### src/rtl/fetch_sequencer_if.sv
// fetch_sequencer_if
//   Instruction-memory request/response bundle between the fetch sequencer
//   (master) and the instruction memory (slave).
//   Signals:
//     imem_req    master->slave  request strobe, held until imem_ack
//     imem_addr   master->slave  word-aligned request address
//     imem_ack    slave->master  response valid (may be the first req cycle)
//     imem_rdata  slave->master  instruction word, valid with imem_ack
interface fetch_sequencer_if;
  logic        imem_req;
  logic [31:0] imem_addr;
  logic        imem_ack;
  logic [31:0] imem_rdata;

  modport master (
    output imem_req,
    output imem_addr,
    input  imem_ack,
    input  imem_rdata
  );

  modport slave (
    input  imem_req,
    input  imem_addr,
    output imem_ack,
    output imem_rdata
  );
endinterface

### src/rtl/fetch_sequencer.sv
// fetch_sequencer
//   Owns the architectural PC and sequences instruction fetch: one outstanding
//   instruction-memory request at a time (held until ack), redirects from the
//   next-PC logic, and a two-entry output/skid buffer toward decode so that a
//   decode stall never loses a memory response.
//   Optional feature macro: FETCH_ALIGN_CHECK_EN (misaligned redirect targets
//   raise if_adel instead of fetching).
//   Ports:
//     clk, rst      clock, synchronous active-high reset
//     redirect      control transfer this cycle (overrides sequential fetch)
//     redirect_pc   redirect target
//     stall         decode cannot accept this cycle
//     imem          instruction-memory bundle (master side)
//     if_valid      if_inst/if_pc hold a fetched instruction
//     if_inst       fetched instruction word
//     if_pc         address of if_inst
//     if_adel       fetch address error (0 unless FETCH_ALIGN_CHECK_EN)
//
//   state | meaning
//   ------+-------------------------------------------------
//   IDLE  | no request outstanding
//   BUSY  | request outstanding, response will be kept
//   KILL  | request outstanding, response will be dropped
module fetch_sequencer #(
  parameter logic [31:0] RESET_PC = 32'h0000_0000
) (
  input  logic                     clk,
  input  logic                     rst,
  input  logic                     redirect,
  input  logic [31:0]              redirect_pc,
  input  logic                     stall,
  fetch_sequencer_if.master        imem,
  output logic                     if_valid,
  output logic [31:0]              if_inst,
  output logic [31:0]              if_pc,
  output logic                     if_adel
);

  typedef enum logic [1:0] {
    IDLE = 2'd0,
    BUSY = 2'd1,
    KILL = 2'd2
  } state_t;

  state_t      state, state_n;

  logic [31:0] pc_q, pc_n;
  logic [31:0] addr_q, addr_n;
  logic        req_q, req_n;
  logic        out_v, out_v_n;
  logic [31:0] out_inst, out_inst_n;
  logic [31:0] out_pc, out_pc_n;
  logic        skid_v, skid_v_n;
  logic [31:0] skid_inst, skid_inst_n;
  logic [31:0] skid_pc, skid_pc_n;
  logic        err_q, err_n;

  logic        misalign;
  logic [31:0] rpc;
  logic        ack_data;
  logic        consume;
  logic        issue_ok;

`ifdef FETCH_ALIGN_CHECK_EN
  assign misalign = redirect & (redirect_pc[1:0] != 2'b00);
  assign rpc      = redirect_pc;
`else
  logic unused_lsbs;
  assign unused_lsbs = ^redirect_pc[1:0];
  assign misalign    = 1'b0;
  assign rpc         = {redirect_pc[31:2], 2'b00};
`endif

  // Only a BUSY response is kept; a KILL response is swallowed.
  assign ack_data = (state == BUSY) & imem.imem_ack;
  // An address-error entry is held until the next redirect, so it is never consumed.
  assign consume  = out_v & ~stall & ~err_q;

  always_comb begin
    state_n     = state;
    pc_n        = pc_q;
    addr_n      = addr_q;
    req_n       = req_q;
    out_v_n     = out_v;
    out_inst_n  = out_inst;
    out_pc_n    = out_pc;
    skid_v_n    = skid_v;
    skid_inst_n = skid_inst;
    skid_pc_n   = skid_pc;
    err_n       = err_q;
    issue_ok    = 1'b0;

    if (redirect) begin
      out_v_n  = 1'b0;
      skid_v_n = 1'b0;
      pc_n     = rpc;
      err_n    = misalign;
      if (misalign) begin
        out_v_n    = 1'b1;
        out_inst_n = 32'h0000_0000;
        out_pc_n   = redirect_pc;
      end
      if ((state != IDLE) && !imem.imem_ack) begin
        // Old request must complete at its original address before retargeting.
        state_n = KILL;
        req_n   = 1'b1;
      end else if (misalign) begin
        state_n = IDLE;
        req_n   = 1'b0;
      end else begin
        state_n = BUSY;
        req_n   = 1'b1;
        addr_n  = rpc;
        pc_n    = rpc + 32'd4;
      end
    end else begin
      // A request only starts with skid empty, so skid is always empty on ack.
      if (ack_data && (!out_v || !stall)) begin
        out_v_n    = 1'b1;
        out_inst_n = imem.imem_rdata;
        out_pc_n   = addr_q;
      end else if (ack_data) begin
        skid_v_n    = 1'b1;
        skid_inst_n = imem.imem_rdata;
        skid_pc_n   = addr_q;
      end else if (consume) begin
        out_v_n    = skid_v;
        out_inst_n = skid_inst;
        out_pc_n   = skid_pc;
        skid_v_n   = 1'b0;
      end

      issue_ok = !skid_v_n && !err_q;

      unique case (state)
        IDLE: begin
          if (issue_ok) begin
            state_n = BUSY;
            req_n   = 1'b1;
            addr_n  = pc_q;
            pc_n    = pc_q + 32'd4;
          end
        end
        BUSY, KILL: begin
          if (imem.imem_ack) begin
            if (issue_ok) begin
              state_n = BUSY;
              req_n   = 1'b1;
              addr_n  = pc_q;
              pc_n    = pc_q + 32'd4;
            end else begin
              state_n = IDLE;
              req_n   = 1'b0;
            end
          end
        end
        default: begin
          state_n = IDLE;
          req_n   = 1'b0;
        end
      endcase
    end
  end

  always_ff @(posedge clk) begin
    if (rst) begin
      state <= IDLE;
    end else begin
      state <= state_n;
    end
  end

  always_ff @(posedge clk) begin
    if (rst) begin
      pc_q      <= RESET_PC;
      addr_q    <= RESET_PC;
      req_q     <= 1'b0;
      out_v     <= 1'b0;
      out_inst  <= 32'h0000_0000;
      out_pc    <= 32'h0000_0000;
      skid_v    <= 1'b0;
      skid_inst <= 32'h0000_0000;
      skid_pc   <= 32'h0000_0000;
      err_q     <= 1'b0;
    end else begin
      pc_q      <= pc_n;
      addr_q    <= addr_n;
      req_q     <= req_n;
      out_v     <= out_v_n;
      out_inst  <= out_inst_n;
      out_pc    <= out_pc_n;
      skid_v    <= skid_v_n;
      skid_inst <= skid_inst_n;
      skid_pc   <= skid_pc_n;
      err_q     <= err_n;
    end
  end

  assign imem.imem_req  = req_q;
  assign imem.imem_addr = addr_q;
  assign if_valid       = out_v;
  assign if_inst        = out_inst;
  assign if_pc          = out_pc;
  assign if_adel        = err_q;

endmodule

### src/flat_wrapper.sv
// flat-port wrapper written by rule: the top's interface ports become plain ports
module fetch_sequencer_flat 
#(
  parameter logic [31:0] RESET_PC = 32'h0000_0000
)
  (clk, rst, redirect, redirect_pc, stall, if_valid, if_inst, if_pc, if_adel, imem_imem_req, imem_imem_addr, imem_imem_ack, imem_imem_rdata);
  fetch_sequencer_if imem_i ();
  input  logic clk;
  input  logic rst;
  input  logic redirect;
  input  logic [31:0] redirect_pc;
  input  logic stall;
  output logic if_valid;
  output logic [31:0] if_inst;
  output logic [31:0] if_pc;
  output logic if_adel;
  output wire logic [$bits(imem_i.imem_req)-1:0] imem_imem_req;
  output wire logic [$bits(imem_i.imem_addr)-1:0] imem_imem_addr;
  input wire logic [$bits(imem_i.imem_ack)-1:0] imem_imem_ack;
  input wire logic [$bits(imem_i.imem_rdata)-1:0] imem_imem_rdata;
  assign imem_imem_req = imem_i.imem_req;
  assign imem_imem_addr = imem_i.imem_addr;
  assign imem_i.imem_ack = imem_imem_ack;
  assign imem_i.imem_rdata = imem_imem_rdata;
  fetch_sequencer #(.RESET_PC(RESET_PC)) u_core (.clk(clk), .rst(rst), .redirect(redirect), .redirect_pc(redirect_pc), .stall(stall), .imem(imem_i), .if_valid(if_valid), .if_inst(if_inst), .if_pc(if_pc), .if_adel(if_adel));
endmodule
### config.mk
export PLATFORM = sky130hd
export DESIGN_NAME = fetch_sequencer_flat
export DESIGN_NICKNAME = d
export VERILOG_FILES = /design/src/rtl/fetch_sequencer_if.sv /design/src/rtl/fetch_sequencer.sv /design/src/flat_wrapper.sv
export SDC_FILE = /design/constraint.sdc
export NUM_CORES = 1
export LEC_CHECK = 0
export CORE_MARGIN = 2
export CORE_UTILIZATION = 46
export CTS_BUF_LIST = sky130_fd_sc_hd__clkbuf_8
export DETAILED_ROUTE_END_ITERATION = 8
export GPL_ROUTABILITY_DRIVEN = 0
export PLACE_DENSITY = 0.74
export SLEW_MARGIN = 20
export SYNTH_ARGS = -nofsm -noshare
export SYNTH_HDL_FRONTEND = slang
export SYNTH_SLANG_ARGS = --single-unit
### constraint.sdc
create_clock -name clk -period 5.8 [get_ports clk]
set_clock_uncertainty 0.1 [all_clocks]
set_input_delay 1.16 -clock clk [delete_from_list [all_inputs] [get_ports clk]]
set_output_delay 1.16 -clock clk [all_outputs]
set_load 0.03 [all_outputs]
==> run metrics <==
status complete, no violations; Lkg Pwr 3.49 nW; Worst R2R Path Depth 9; fin util between 50% and 60%; global routing met2 resource utilization a little over a third; gr ovfl total 0; worst-margin pin slew 929 ps; sequential group share of total power 51.1%; CP Max Fanout 33; Cell Area, Synth approximately 8700 um^2; Setup WS pre-CTS 1450 ps; startpoint class of the critical path input pin; crit path DAT 4200 ps; sequential cell area fraction in the yosys report 44.3%; Hold Fails Final Rpt 0; Worst R2R Start u_core.state[1]; Core Area 18,600 um^2; initial antenna violation count 0; die area between 15,000 and 20,000 um^2; Worst R2R Setup Slack 2680 ps; clock power share around a third; setup TNS 0 ps; hpwl dp 16,000 um; commonest non-fill, non-tap cells in the layout nand2_1, dfxtp_1, clkdlybuf4s50_1, a21oi_1, o221ai_1; grt met1 use 34.1%; initial DRC count 616; Final Cycle Share 67.8%; fillers 1,719; largest net degree at the start of global routing 87; register bit count reported by yosys approximately 190; cell count after synthesis approximately 1,100; post-layout min period 3930 ps; Die W 141 um; first-pass GRT wire length around 39,000 um; Area after DPL 10,400 um^2; switching part of the total 30.5%; Worst Hold Depth 2; slew margin rel. 38.1%; RSZ-0062 raised after global routing no; CTS buffer count 17; final worst setup slack 1870 ps; row cnt 50; ANT nets after route 0; via count 8,171; H-tree depth 4; share of cells above drive strength 1 under 10%; kind of critical path in2reg; combinational power share 16.3%; ys async rst share 0%; vias in the first global route between 7,000 and 8,000; total setup buffers inserted after CTS 0; PortBufs 164; Hold Crit Class reg2reg; Inserted Diodes 0; Synth Net Count 1,131; Design Area, Final 10,800 um^2; Main synth FF type dfxtp_1; Int Power 0.00194 W; nets 1,236; CP endpoint u_core.imem.imem_addr[21]; GRT Overall Usage 23.6%; First-pass DRT Iterations 5; CTS tree built; CP startpoint imem_imem_ack; Psw 0.000852 W; Cell Pwr Density 259 nW/um^2; Most Crowded Layer GR met2; clock sink count 192; maximum vdd drop 0.000145 V; library cells used by synthesis 57; max_cap viols 0; clock-pin slew on the worst setup and hold paths 90 ps; Post-synth EDFFs 0; Max clock buf depth 2; I/O Pins approximately 170; Mean Syn Cell Area 8.21 um^2; CP Capture Type flop; Syn-to-layout area delta 24.4%; routed wire length about 24,000 um; commonest non-fill, non-tap cell in the layout nand2_1; final setup fails 0; hold bufs inserted after CTS 0; met3 usage roughly 4.2%; vias per std cell 5.80; WP data required between 6000 and 7000 ps; clk_lat worst skew 470 ps; # resized after CTS 0; Residual DRC 0; Initial Util 46.7%; Worst R2R End u_core.imem.imem_addr[21]; drt wl/cell between 15 and 20 um; root buf cell clkbuf_8; Slew Limit Fails 0; Ys Warns 0; fmax 254 MHz; Die H 141 um
## logic make-up after synthesis
kind of cell             count (synthesis)  share of synthesized area (%)
AND/OR/NAND/NOR                        382                           19.9
AO/OA/AOI/OAI                          303                           22.9
flip-flops                             192                           44.3
buffers and inverters                  108                           4.95
XOR/XNOR                                39                           3.94
multiplexers                            27                           3.22
adder cells (fa/ha/maj)                  5                          0.721
other                                    1                         0.0432
## critical path, cell delays in order
cell and delay, ps:
clkdlybuf4s50_1 620, nand2_2 600, o221ai_2 180, buf_4 260
a21boi_4 620, buf_4 430, nor2_1 70, a311oi_1 230
## final cells by class
type                            count  area (um^2)  share of cell area [%]
Tap cell                          234          293                    2.71
Clock inverter                     15          175                    1.62
Timing Repair Buffer              179         1750                    16.2
Sequential cell                   192         3840                    35.6
Multi-Input combinational cell    757         4440                    41.2
Inverter                           15         56.3                   0.522
Clock buffer                       17          234                    2.17
## power by group through the flow
stage | Sequential (W) | Combinational (W) | Clock (W)
after global placement | 0.00146 | 0.000449 | 0
after global routing | 0.00144 | 0.000489 | 0.000981
after detailed placement | 0.00146 | 0.000453 | 0
after CTS | 0.00143 | 0.000454 | 0.000931
final | 0.00143 | 0.000455 | 0.000910
after floorplan | 0.00150 | 0.000203 | 0
## sequential cells by signal, summed over array words and instances, names as in the netlist
register               count
u_core.skid_v              1
u_core.if_pc              31
u_core.if_inst            32
u_core.skid_inst          32
u_core.state               2
u_core.imem.imem_addr     31
u_core.pc_q               30
u_core.if_valid            1
u_core.skid_pc            31
u_core.imem.imem_req       1
## cells in the mapped netlist, types with 3 or more instances
library cell	n	share of area (%)
nand2_1	219	9.5
dfxtp_1	192	44
a21oi_1	150	8.7
clkbuf_1	79	3.4
o221ai_1	64	6.5
nor2_1	58	2.5
a211oi_1	36	3.1
xnor2_1	25	2.5
mux2i_1	20	2.3
nand3_1	20	1.2
nand4_1	19	1.4
nor3_1	17	0.98
inv_1	15	0.65
xor2_1	14	1.4
o21ai_0	13	0.75
and4_1	10	1.0
nor4_1	10	0.72
buf_2	9	0.52
mux2_2	7	0.91
nor2b_1	7	0.50
o211ai_1	6	0.52
o31ai_1	6	0.52
and3_1	5	0.36
ha_1	5	0.72
and2_1	4	0.29
a311oi_1	3	0.30
buf_4	3	0.26
o31a_1	3	0.30
## routing by layer
layer / vias up / wire length (um)
met1: 3875 / 11400
met3: 31 / 1300
met4: 0 / 432
met5: - / 0
li1: 4011 / -
met2: 254 / 11000
## metrics by stage
step                      total power (W)  hold WS (ps)  instances
final                             0.00279           355       1409
after global routing              0.00291           375       1409
after CTS                         0.00281           355       1409
after detailed placement          0.00191           342       1377
after global placement            0.00191           338       1377
after floorplan                   0.00171           336       1057
## worst min-delay path by stage
stage / start / endpoint / slack (ps)
floorplan: u_core.skid_inst[0] / u_core.skid_inst[0] / 340
global placement: u_core.if_inst[20] / u_core.if_inst[20] / 340
detailed placement: u_core.if_inst[1] / u_core.if_inst[1] / 340
CTS: u_core.if_pc[23] / u_core.if_pc[23] / 360
global route: u_core.if_pc[28] / u_core.if_pc[28] / 370
finish: u_core.if_pc[2] / u_core.if_pc[2] / 360
(Power assumes the default switching activity.)
